## config.mk

```make
export PLATFORM = sky130hd
export DESIGN_NAME = remote_cmd_tx
export DESIGN_NICKNAME = d
export VERILOG_FILES = /design/src/rtl/comm_pkg.sv /design/src/rtl/UART.sv /design/src/rtl/remote_cmd_tx.sv
export SDC_FILE = /design/constraint.sdc
export NUM_CORES = 1
export LEC_CHECK = 0
export BUFFER_PORTS_ARGS = -buffer_cell sky130_fd_sc_hd__buf_2
export CAP_MARGIN = 20
export CORE_AREA = 2 2 94 141
export CTS_CLUSTER_DIAMETER = 60
export DETAILED_ROUTE_END_ITERATION = 6
export DIE_AREA = 0 0 96 143
export GPL_TIMING_DRIVEN = 0
export HOLD_SLACK_MARGIN = 0.02
export PLACE_DENSITY_LB_ADDON = 0.08
export SLEW_MARGIN = 20
export SYNTH_ARGS = -nofsm -noshare
export SYNTH_HDL_FRONTEND = slang
export SYNTH_SLANG_ARGS = --single-unit
export TNS_END_PERCENT = 20
```

## constraint.sdc

```tcl
create_clock -name clk -period 5.8 [get_ports clk]
set_input_delay 0.29 -clock clk [delete_from_list [all_inputs] [get_ports clk]]
set_output_delay 0.29 -clock clk [all_outputs]
set_load 0.1 [all_outputs]
```

## src/rtl/comm_pkg.sv

```systemverilog
// Shared types and constants for the serial command link.
// Used by both the command transmitter and the receive path.
package comm_pkg;

  typedef enum logic [1:0] {
    IDLE,
    HIGH,
    LOW,
    RESP
  } comm_state_t;

  localparam logic [7:0] RESP_ACK  = 8'hA5;
  localparam logic [7:0] RESP_NACK = 8'h5A;

  localparam int unsigned DFLT_TIMEOUT  = 5_000_000;
  localparam int unsigned DFLT_BAUD_DIV = 2604;

endpackage

```

## src/rtl/UART.sv

```systemverilog
// 8N1 UART core: one transmitter, one receiver, shared baud divisor.
// tx_done is sticky until the next trmt; rx_rdy holds until cleared.
module UART #(
  parameter int unsigned BAUD_DIV = 2604
) (
  input  logic       clk,
  input  logic       rst_n,
  input  logic       trmt,
  input  logic [7:0] tx_data,
  output logic       TX,
  output logic       tx_done,
  input  logic       RX,
  input  logic       clr_rx_rdy,
  output logic       rx_rdy,
  output logic [7:0] rx_data
);

  localparam int unsigned BW = $clog2(BAUD_DIV);
  localparam logic [BW-1:0] BAUD_LAST = BW'(BAUD_DIV - 1);
  localparam logic [BW-1:0] BAUD_HALF = BW'(BAUD_DIV / 2);

  logic [9:0]    tx_shft_q;
  logic [BW-1:0] tx_baud_q;
  logic [3:0]    tx_bit_q;
  logic          tx_busy_q;
  logic          tx_done_q;
  logic          tx_shift;

  logic          rx_s1_q;
  logic          rx_s2_q;
  logic          rx_busy_q;
  logic [BW-1:0] rx_baud_q;
  logic [3:0]    rx_bit_q;
  logic [7:0]    rx_shft_q;
  logic          rx_rdy_q;
  logic          rx_samp;
  logic          rx_start;

  assign tx_shift = tx_busy_q && (tx_baud_q == BAUD_LAST);
  assign TX       = tx_shft_q[0];
  assign tx_done  = tx_done_q;

  // Transmit shifter: start, 8 data bits LSB first, stop
  always_ff @(posedge clk or negedge rst_n) begin
    if (!rst_n) begin
      tx_shft_q <= '1;
      tx_baud_q <= '0;
      tx_bit_q  <= '0;
      tx_busy_q <= 1'b0;
    end else if (trmt) begin
      tx_shft_q <= {1'b1, tx_data, 1'b0};
      tx_baud_q <= '0;
      tx_bit_q  <= '0;
      tx_busy_q <= 1'b1;
    end else if (tx_busy_q) begin
      if (tx_shift) begin
        tx_baud_q <= '0;
        tx_shft_q <= {1'b1, tx_shft_q[9:1]};
        tx_bit_q  <= tx_bit_q + 4'd1;
        if (tx_bit_q == 4'd9)
          tx_busy_q <= 1'b0;
      end else begin
        tx_baud_q <= tx_baud_q + BW'(1);
      end
    end
  end

  // Sticky done flag: set at end of stop bit, cleared by trmt
  always_ff @(posedge clk or negedge rst_n) begin
    if (!rst_n)
      tx_done_q <= 1'b0;
    else if (trmt)
      tx_done_q <= 1'b0;
    else if (tx_shift && (tx_bit_q == 4'd9))
      tx_done_q <= 1'b1;
  end

  assign rx_samp  = rx_busy_q && (rx_baud_q == '0);
  assign rx_start = !rx_busy_q && !rx_s2_q;
  assign rx_data  = rx_shft_q;
  assign rx_rdy   = rx_rdy_q;

  // Two-flop synchronizer on the asynchronous RX line
  always_ff @(posedge clk or negedge rst_n) begin
    if (!rst_n) begin
      rx_s1_q <= 1'b1;
      rx_s2_q <= 1'b1;
    end else begin
      rx_s1_q <= RX;
      rx_s2_q <= rx_s1_q;
    end
  end

  // Receive sampler: mid-bit samples, rejects a glitch start bit
  always_ff @(posedge clk or negedge rst_n) begin
    if (!rst_n) begin
      rx_busy_q <= 1'b0;
      rx_baud_q <= '0;
      rx_bit_q  <= '0;
      rx_shft_q <= '0;
    end else if (rx_start) begin
      rx_busy_q <= 1'b1;
      rx_baud_q <= BAUD_HALF;
      rx_bit_q  <= '0;
    end else if (rx_samp) begin
      rx_baud_q <= BAUD_LAST;
      rx_bit_q  <= rx_bit_q + 4'd1;
      if ((rx_bit_q >= 4'd1) && (rx_bit_q <= 4'd8))
        rx_shft_q <= {rx_s2_q, rx_shft_q[7:1]};
      if ((rx_bit_q == 4'd9) || ((rx_bit_q == 4'd0) && rx_s2_q))
        rx_busy_q <= 1'b0;
    end else if (rx_busy_q) begin
      rx_baud_q <= rx_baud_q - BW'(1);
    end
  end

  // Ready flag: set on stop-bit sample, cleared by consumer or new frame
  always_ff @(posedge clk or negedge rst_n) begin
    if (!rst_n)
      rx_rdy_q <= 1'b0;
    else if (rx_samp && (rx_bit_q == 4'd9))
      rx_rdy_q <= 1'b1;
    else if (clr_rx_rdy || rx_start)
      rx_rdy_q <= 1'b0;
  end

endmodule

```

## src/rtl/remote_cmd_tx.sv

```systemverilog
// Host-side command transmitter: sends a 16-bit command as two
// UART bytes, high first, then collects one response byte.
module remote_cmd_tx
  import comm_pkg::*;
#(
  parameter int unsigned TIMEOUT_CYCLES = DFLT_TIMEOUT,
  parameter int unsigned BAUD_DIV       = DFLT_BAUD_DIV
) (
  input  logic        clk,
  input  logic        rst_n,
  input  logic        snd_cmd,
  input  logic [15:0] cmd,
  input  logic        RX,
  output logic        TX,
  output logic        busy,
  output logic        cmd_snt,
  output logic [7:0]  resp,
  output logic        resp_rdy,
  input  logic        clr_resp_rdy,
  output logic        resp_timeout
);

  localparam int unsigned TW = $clog2(TIMEOUT_CYCLES);
  localparam logic [TW-1:0] TMR_LAST = TW'(TIMEOUT_CYCLES - 1);

  comm_state_t state_q, state_d;

  logic [TW-1:0] tmr_q, tmr_d;
  logic [7:0]    low_q;
  logic [7:0]    resp_q;
  logic          cmd_snt_q;
  logic          resp_rdy_q;
  logic          resp_timeout_q;

  logic       trmt;
  logic [7:0] tx_data;
  logic       tx_done;
  logic       rx_rdy;
  logic       clr_rx_rdy;
  logic [7:0] rx_data;

  logic accept;
  logic snt_set;
  logic rsp_set;
  logic to_set;
  logic tmr_hit;

  UART #(
    .BAUD_DIV(BAUD_DIV)
  ) iUART (
    .clk       (clk),
    .rst_n     (rst_n),
    .trmt      (trmt),
    .tx_data   (tx_data),
    .TX        (TX),
    .tx_done   (tx_done),
    .RX        (RX),
    .clr_rx_rdy(clr_rx_rdy),
    .rx_rdy    (rx_rdy),
    .rx_data   (rx_data)
  );

  assign tmr_hit = (tmr_q == TMR_LAST);

  // State register
  always_ff @(posedge clk or negedge rst_n) begin
    if (!rst_n)
      state_q <= IDLE;
    else
      state_q <= state_d;
  end

  // Next-state logic
  always_comb begin
    state_d = state_q;
    unique case (state_q)
      IDLE: if (snd_cmd) state_d = HIGH;
      HIGH: if (tx_done) state_d = LOW;
      LOW:  if (tx_done) state_d = RESP;
      RESP: if (rx_rdy || tmr_hit) state_d = IDLE;
      default: state_d = IDLE;
    endcase
  end

  // Output decode; a response beats a same-cycle timeout
  always_comb begin
    trmt    = 1'b0;
    accept  = 1'b0;
    snt_set = 1'b0;
    rsp_set = 1'b0;
    to_set  = 1'b0;
    unique case (state_q)
      IDLE: begin
        accept = snd_cmd;
        trmt   = snd_cmd;
      end
      HIGH: trmt = tx_done;
      LOW:  snt_set = tx_done;
      RESP: begin
        rsp_set = rx_rdy;
        to_set  = !rx_rdy && tmr_hit;
      end
      default: ;
    endcase
  end

  assign tx_data    = (state_q == IDLE) ? cmd[15:8] : low_q;
  assign clr_rx_rdy = rx_rdy;
  assign tmr_d      = ((state_q == RESP) && (state_d == RESP))
                      ? tmr_q + TW'(1) : '0;

  // Response timer, zero outside RESP
  always_ff @(posedge clk or negedge rst_n) begin
    if (!rst_n)
      tmr_q <= '0;
    else
      tmr_q <= tmr_d;
  end

  // Low-byte holding register and response register
  always_ff @(posedge clk or negedge rst_n) begin
    if (!rst_n) begin
      low_q  <= '0;
      resp_q <= '0;
    end else begin
      if (accept)
        low_q <= cmd[7:0];
      if (rsp_set)
        resp_q <= rx_data;
    end
  end

  // Status flags; set wins over consumer clear
  always_ff @(posedge clk or negedge rst_n) begin
    if (!rst_n) begin
      cmd_snt_q      <= 1'b0;
      resp_rdy_q     <= 1'b0;
      resp_timeout_q <= 1'b0;
    end else begin
      if (accept)
        cmd_snt_q <= 1'b0;
      else if (snt_set)
        cmd_snt_q <= 1'b1;

      if (rsp_set)
        resp_rdy_q <= 1'b1;
      else if (accept || clr_resp_rdy)
        resp_rdy_q <= 1'b0;

      if (accept)
        resp_timeout_q <= 1'b0;
      else if (to_set)
        resp_timeout_q <= 1'b1;
    end
  end

  assign busy         = (state_q != IDLE);
  assign cmd_snt      = cmd_snt_q;
  assign resp         = resp_q;
  assign resp_rdy     = resp_rdy_q;
  assign resp_timeout = resp_timeout_q;

endmodule

```

==> results of run 1 <==
## synthesized netlist by cell type (3+ instances only)
cell type / instances
sky130_fd_sc_hd__a21oi_1: 27
sky130_fd_sc_hd__a221o_1: 3
sky130_fd_sc_hd__and2_1: 4
sky130_fd_sc_hd__and4_1: 3
sky130_fd_sc_hd__clkbuf_1: 12
sky130_fd_sc_hd__dfrtp_1: 88
sky130_fd_sc_hd__dfstp_2: 11
sky130_fd_sc_hd__ha_1: 10
sky130_fd_sc_hd__inv_1: 20
sky130_fd_sc_hd__mux2_2: 24
sky130_fd_sc_hd__mux2i_1: 10
sky130_fd_sc_hd__nand2_1: 34
sky130_fd_sc_hd__nand2b_1: 6
sky130_fd_sc_hd__nand3_1: 23
sky130_fd_sc_hd__nand3b_1: 5
sky130_fd_sc_hd__nand4_1: 14
sky130_fd_sc_hd__nor2_1: 37
sky130_fd_sc_hd__nor3_1: 8
sky130_fd_sc_hd__nor4_1: 9
sky130_fd_sc_hd__o21ai_0: 16
sky130_fd_sc_hd__o221ai_1: 6
sky130_fd_sc_hd__o31ai_1: 7
sky130_fd_sc_hd__or3_1: 7
sky130_fd_sc_hd__or4_1: 11
sky130_fd_sc_hd__xnor2_1: 16
sky130_fd_sc_hd__xor2_1: 12
## flip-flops by register name (all words and copies together) (netlist names), 2 cells and up
| name | flops |
|---|---|
| iUART.rx_baud_q | 12 |
| iUART.tx_bit_q | 4 |
| iUART.tx_shft_q | 9 |
| tmr_q | 23 |
| iUART.tx_baud_q | 12 |
| iUART.rx_data | 8 |
| low_q | 8 |
| iUART.rx_bit_q | 4 |
| state_q | 2 |
| resp | 8 |
## metrics by stage
step                std cells  power [mW]  hold slack (ns)  cell area, um^2  utilization
floorplan                 461      0.8482        -0.005591             4862            -
global placement          650      0.8888           0.3472             5223       0.4195
detailed placement        651      0.8937           0.2688             5256       0.4222
CTS                       668       1.483          0.02790             5555       0.4462
global route              668       1.543          0.02745             5555       0.4462
finish                    668       1.461          0.04302             5555       0.4462
## logic make-up after synthesis
group                    after synthesis  synth area share
AND/OR/NAND/NOR                      179            0.2046
flip-flops                            99            0.5124
AO/OA/AOI/OAI                         74            0.1001
buffers and inverters                 37           0.03062
multiplexers                          34           0.07617
XOR/XNOR                              28           0.05044
adder cells (fa/ha/maj)               10           0.02573
## path summary, 6_finish.rpt
kind | startpoint | endpoint | slack [ns] | depth (start not counted)
max in group asynchronous | rst_n | tmr_q[1]$_DFF_PN0_ | 4.74 | 3
setup / recovery | state_q[1]$_DFF_PN0_ | busy | 3.27 | 4
setup reg to reg | iUART.rx_baud_q[6]$_DFFE_PN0P_ | iUART.rx_data[2]$_DFFE_PN0P_ | 3.33 | 5
hold / removal | RX | iUART.rx_s1_q$_DFF_PN1_ | 0.04 | 1
hold reg to reg | iUART.rx_s1_q$_DFF_PN1_ | iUART.rx_s2_q$_DFF_PN1_ | 0.36 | 0
min in group asynchronous | rst_n | iUART.tx_baud_q[8]$_DFFE_PN0P_ | 0.44 | 2
## worst max-delay path: cells and delay by family, from the launching register on
family | cells | cell delay (ns)
and+or+nand+nor | 1 | 0.77
DFF | 1 | 0.36
buffers and inverters | 3 | 0.76
## routing by layer
layer  vias to the layer above  global-route usage  share of wire
met4                         0             0.06241          0.024
met2                        40              0.2770           0.52
met1                      1750              0.1952           0.43
met3                        17             0.02744          0.022
li1                       1760                   -              -
met5                         -                   0              0
## power groups by stage
stage          Combinational [mW]  Sequential (mW)  Clock [mW]
6_report                    0.111            0.769       0.581
5_1_grt                     0.132            0.775       0.636
4_1_cts                     0.114            0.769       0.600
3_5_place_dp                0.112            0.782           0
3_3_place_gp                0.108            0.781           0
2_1_floorplan              0.0718            0.776           0
## cell type report
cell class	count	area (um^2)
Buffer	17	73.82
Clock buffer	12	256.5
Clock inverter	4	32.53
Fill cell	1197	6894
Inverter	20	75.07
Multi-Input combinational cell	325	2222
Sequential cell	99	2491
Tap cell	156	195.2
Timing Repair Buffer	35	209.0
==> metrics.log, run 1 <==
[metrics] result of the run: complete, no violations
[metrics] power per standard cell area: 263.0 mW/mm^2
[metrics] cell types occupying the most area after synthesis: sky130_fd_sc_hd__dfrtp_1, sky130_fd_sc_hd__dfstp_2, sky130_fd_sc_hd__mux2_2, sky130_fd_sc_hd__xnor2_1, sky130_fd_sc_hd__nor2_1
[metrics] number of enable flip-flop cells after synthesis: 0
[metrics] total of buffers placed on input and output ports: 33
[metrics] highest clock frequency the design can meet: 395.1 MHz
[metrics] hpwl dp: 7253 um
[metrics] mapped cell area: 0.004862 mm^2
[metrics] clk root buf: sky130_fd_sc_hd__clkbuf_16
[metrics] portion of the post-synthesis area used by sequential elements: 0.5124
[metrics] share of the cycle needed by the critical path after routing: 0.4364
[metrics] CTS max path bufs: 2
[metrics] part of the total power dissipated in the clock network: 0.398
[metrics] share of post-route cells with drive strength above 1: 0.1875
[metrics] number of max-cap violations: 0
[metrics] Area Overhead vs Synth: 14.26%
[metrics] crit end category: output port
[metrics] CTS clk-pin slew, worst paths: 0.07 ns
[metrics] final worst clock skew: 0.009320 ns
[metrics] first-pass GRT wire length: 17260 um
[metrics] switching part of the total: 0.2456
[metrics] sequential cell fraction of total power: 0.526
[metrics] CTS Sinks: 99
[metrics] net switching power: 0.3588 mW
[metrics] peak ir drop on the vdd network: 0.0001229 V
[metrics] commonest cells after routing, fill and taps aside: sky130_fd_sc_hd__dfrtp_1, sky130_fd_sc_hd__nor2_1, sky130_fd_sc_hd__nand2_1, sky130_fd_sc_hd__buf_2, sky130_fd_sc_hd__a21oi_1
[metrics] Detailed Routing Iterations Pass 1: 4
[metrics] H-tree levels: 3
[metrics] Overall Global Routing Usage: 0.1603
[metrics] leading cell type in the layout, fill and taps excluded: sky130_fd_sc_hd__dfrtp_1
[metrics] Avg Cell Area, Syn: 10.55 um^2
[metrics] library cells used by synthesis: 56
[metrics] kind of start point of the critical path: flip-flop
[metrics] overall die height: 143 um
[metrics] post-route DRC violation count: 0
[metrics] Total Routed Length: 10240 um
[metrics] dominant cell type by area after synthesis: sky130_fd_sc_hd__dfrtp_1
[metrics] number of buffers added to fix hold violations after cts: 1
[metrics] CP required: 5.51 ns
[metrics] top-area cell type share of the netlist area: 0.4529
[metrics] DRT antenna net count: 0
[metrics] Final Max Slew Viols: 0
[metrics] logic gate share of total power: 0.076
[metrics] critical setup path kind: flip-flop to output port
[metrics] Hold Fails Final Rpt: 0
[metrics] Post-CTS Setup Repair Bufs: 0
[metrics] RSZ-0062 raised after global routing: false
[metrics] Initial Utilization: 0.3906
[metrics] DR iter-0 viols: 143
[metrics] vias in the first global route: 3622
[metrics] worst-path maximum fanout: 10
[metrics] Resized cells post-CTS: 0
[metrics] cts bufs inserted: 9
[metrics] final antenna diode count: 0
[metrics] number of nets produced by synthesis: 492
[metrics] critical path cell sequence: clkbuf_1, nor2_1, inv_1, buf_2
[metrics] Vias: 3567
[metrics] global-route congestion overflow total: 0
[metrics] # nets final: 538
[metrics] Setup WS pre-CTS: 3.371 ns
[metrics] Internal Power: 1.102 mW
[metrics] area of the core: 0.01245 mm^2
[metrics] die outline width: 96 um
[metrics] Async S/R FF share, synth: 1.000
[metrics] Die Footprint: 0.01373 mm^2
[metrics] Crit path largest cell delay: 0.77 ns
[metrics] number of top-level pins: 34
[metrics] routed length per instance: 15.32 um
[metrics] transition time at the pin with the least slew margin: 0.9711 ns
[metrics] FP Rows: 50
[metrics] warnings from Yosys: 0
[metrics] arrival time at the worst endpoint: 2.24 ns
[metrics] maximum number of pins on one net before global-route repair: 52
[metrics] number of standard cells after synthesis: 461
[metrics] initial antenna violation count: 0
[metrics] fin crit period: 2.531 ns
[metrics] number of flip-flops and latches in the synthesized netlist: 99
[metrics] master of the slowest instance on the critical path: sky130_fd_sc_hd__nor2_1
[metrics] Synth Flop Type: sky130_fd_sc_hd__dfrtp_1
[metrics] path category of the worst min-delay check: input pin to flip-flop
[metrics] Final Setup Violations: 0
[metrics] GP Congestion: 0.8118
[metrics] Skew-Pair Late Insertion Delay: 0.34 ns
[metrics] Final Worst Setup Slack: 3.269 ns
[metrics] relative slew slack: 0.3502
[metrics] setup total negative slack: 0 ns
[metrics] TritonCTS clock tree: yes
[metrics] static leakage: 2.389 nW
[metrics] via/cell ratio: 5.340
Power figures use the tool's default switching activity.
==> run 2: changes to the inputs <==
==> constraint.sdc (replaced) <==
create_clock -name clk -period 2.5 [get_ports clk]
set_input_delay 0.125 -clock clk [delete_from_list [all_inputs] [get_ports clk]]
set_output_delay 0.125 -clock clk [all_outputs]
set_load 0.1 [all_outputs]
==> metrics.log, run 2 (same netlist as run 1, synthesis figures left out) <==
[metrics] Hold Fails Final Rpt: 0
[metrics] worst-path maximum fanout: 9
[metrics] register with the highest flop count: tmr_q
[metrics] H-tree levels: 3
[metrics] DR iter-0 viols: 149
[metrics] power consumption: 3.405 mW
[metrics] routed length per instance: 15.27 um
[metrics] Area Overhead vs Synth: 16.42%
[metrics] global-route congestion overflow total: 0
[metrics] crit end category: flip-flop
[metrics] initial antenna violation count: 0
[metrics] FP Rows: 50
[metrics] arrival time at the worst endpoint: 2.49 ns
[metrics] final worst clock skew: 0.009430 ns
[metrics] cts bufs inserted: 9
[metrics] reg2reg end: iUART.rx_data[0]$_DFFE_PN0P_
[metrics] DRT antenna net count: 0
[metrics] Setup WS pre-CTS: 0.07115 ns
[metrics] Vias: 3604
[metrics] area of the core: 0.01245 mm^2
[metrics] start point of the critical path: iUART.rx_baud_q[0]$_DFFE_PN0P_
[metrics] number of max-cap violations: 0
[metrics] first-pass GRT wire length: 17370 um
[metrics] power per standard cell area: 601.6 mW/mm^2
[metrics] GP Congestion: 0.8118
[metrics] number of flip-flops under the largest register name: 23
[metrics] share of the cycle needed by the critical path after routing: 0.9062
[metrics] clk root buf: sky130_fd_sc_hd__clkbuf_16
[metrics] final-layout worst hold slack: 0.05111 ns
[metrics] hpwl dp: 7253 um
[metrics] path category of the worst min-delay check: input pin to flip-flop
[metrics] path depth of the worst reg2reg path: 7
[metrics] total of buffers placed on input and output ports: 33
[metrics] # nets final: 547
[metrics] overall die height: 143 um
[metrics] Total Routed Length: 10340 um
[metrics] startpoint of the worst hold path: cmd[1]
[metrics] peak ir drop on the vdd network: 0.0002858 V
[metrics] R2R Setup Slk: 0.23 ns
[metrics] CTS max path bufs: 2
[metrics] Die Footprint: 0.01373 mm^2
[metrics] kind of start point of the critical path: flip-flop
[metrics] fin crit period: 2.265 ns
[metrics] number of top-level pins: 34
[metrics] relative slew slack: 0.4474
[metrics] final antenna diode count: 0
[metrics] TritonCTS clock tree: yes
[metrics] commonest cells after routing, fill and taps aside: sky130_fd_sc_hd__dfrtp_1, sky130_fd_sc_hd__nor2_1, sky130_fd_sc_hd__nand2_1, sky130_fd_sc_hd__buf_2, sky130_fd_sc_hd__a21oi_1
[metrics] CTS clk-pin slew, worst paths: 0.07 ns
[metrics] Final Setup Violations: 0
[metrics] leading cell type in the layout, fill and taps excluded: sky130_fd_sc_hd__dfrtp_1
[metrics] Final Worst Setup Slack: 0.2345 ns
[metrics] vias in the first global route: 3655
[metrics] share of post-route cells with drive strength above 1: 0.1900
[metrics] Skew-Pair Late Insertion Delay: 0.34 ns
[metrics] CP required: 2.73 ns
[metrics] transition time at the pin with the least slew margin: 0.8271 ns
[metrics] critical setup path kind: flip-flop to flip-flop
[metrics] worst reg2reg startpoint: iUART.rx_baud_q[0]$_DFFE_PN0P_
[metrics] via/cell ratio: 5.323
[metrics] Overall Global Routing Usage: 0.1613
[metrics] largest registers ranked by flip-flop count: tmr_q x23, iUART.rx_baud_q x12, iUART.tx_baud_q x12
[metrics] Detailed Routing Iterations Pass 1: 4
[metrics] result of the run: complete, no violations
[metrics] Final Max Slew Viols: 0
[metrics] highest clock frequency the design can meet: 441.4 MHz
[metrics] maximum number of pins on one net before global-route repair: 52
[metrics] setup total negative slack: 0 ns
[metrics] static leakage: 2.426 nW
[metrics] RSZ-0062 raised after global routing: false
[metrics] post-route DRC violation count: 0
[metrics] Initial Utilization: 0.3906
[metrics] CTS Sinks: 99
[metrics] post-layout utilization of the core: 0.4547
[metrics] capturing instance or port of the critical path: iUART.rx_data[0]$_DFFE_PN0P_
[metrics] die outline width: 96 um
[run 2: cell types whose count changed in the layout (fill, tap and decap cells not counted)]
cell / before / now
sky130_fd_sc_hd__nor4_1: 9 / 8
sky130_fd_sc_hd__dlygate4sd3_1: 1 / 10
sky130_fd_sc_hd__nor4_2: 0 / 1
sky130_fd_sc_hd__nor4b_1: 1 / 0
sky130_fd_sc_hd__nor4b_2: 0 / 1
sky130_fd_sc_hd__nor2_2: 0 / 1
sky130_fd_sc_hd__nor2_1: 37 / 36
[run 2: worst max-delay path: stages (launching register included)]
cell and delay, ns:
sky130_fd_sc_hd__dfrtp_1 0.41, sky130_fd_sc_hd__inv_1 0.11, sky130_fd_sc_hd__ha_1 0.15, sky130_fd_sc_hd__nor4b_2 0.28, sky130_fd_sc_hd__and4_1 0.23, sky130_fd_sc_hd__buf_2 0.20
sky130_fd_sc_hd__nand3_1 0.37, sky130_fd_sc_hd__mux2_2 0.40
[run 2: how the worst min path moves through the flow]
stage | end | depth (start not counted)
final | low_q[1]$_DFFE_PN0P_ | 2
after global routing | low_q[1]$_DFFE_PN0P_ | 2
after CTS | low_q[1]$_DFFE_PN0P_ | 2
after detailed placement | iUART.tx_baud_q[8]$_DFFE_PN0P_ | 1
after global placement | iUART.rx_s1_q$_DFF_PN1_ | 1
after floorplan | cmd_snt$_DFFE_PN0P_ | 0
[run 2: power by group]
part | switching (mW) | internal [mW]
Sequential | 0.0828 | 1.70
Clock | 0.614 | 0.738
Combinational | 0.142 | 0.127
Total | 0.839 | 2.57
[run 2: cell type report]
class,instances,area [um^2]
multi-input cells,325,2237
repair buffers,44,299.0
well taps,156,195.2
plain buffers,17,73.82
clock inverters,4,32.53
clock buffers,12,256.5
inverters,20,75.07
fillers,1184,6789
flip-flops and latches,99,2491
[run 2: metal layers]
layer,part of all wire,global-route usage,up-vias
li1,-,-,1779
met1,0.43,0.1963,1765
met2,0.52,0.2789,42
met3,0.022,0.02744,18
met4,0.023,0.06316,0
met5,0,0,-
[run 2: repair_timing]
action,in CTS,in global routing
setup buffers,0,0
resized for setup,0,3
hold endpoints to repair,48,0
hold buffers,10,0
endpoints found under the setup margin,0,9
[run 2: stage by stage]
stage	std cells	cell area, um^2
floorplan	461	4862
global placement	650	5223
detailed placement	651	5256
CTS	677	5645
global route	677	5660
finish	677	5660
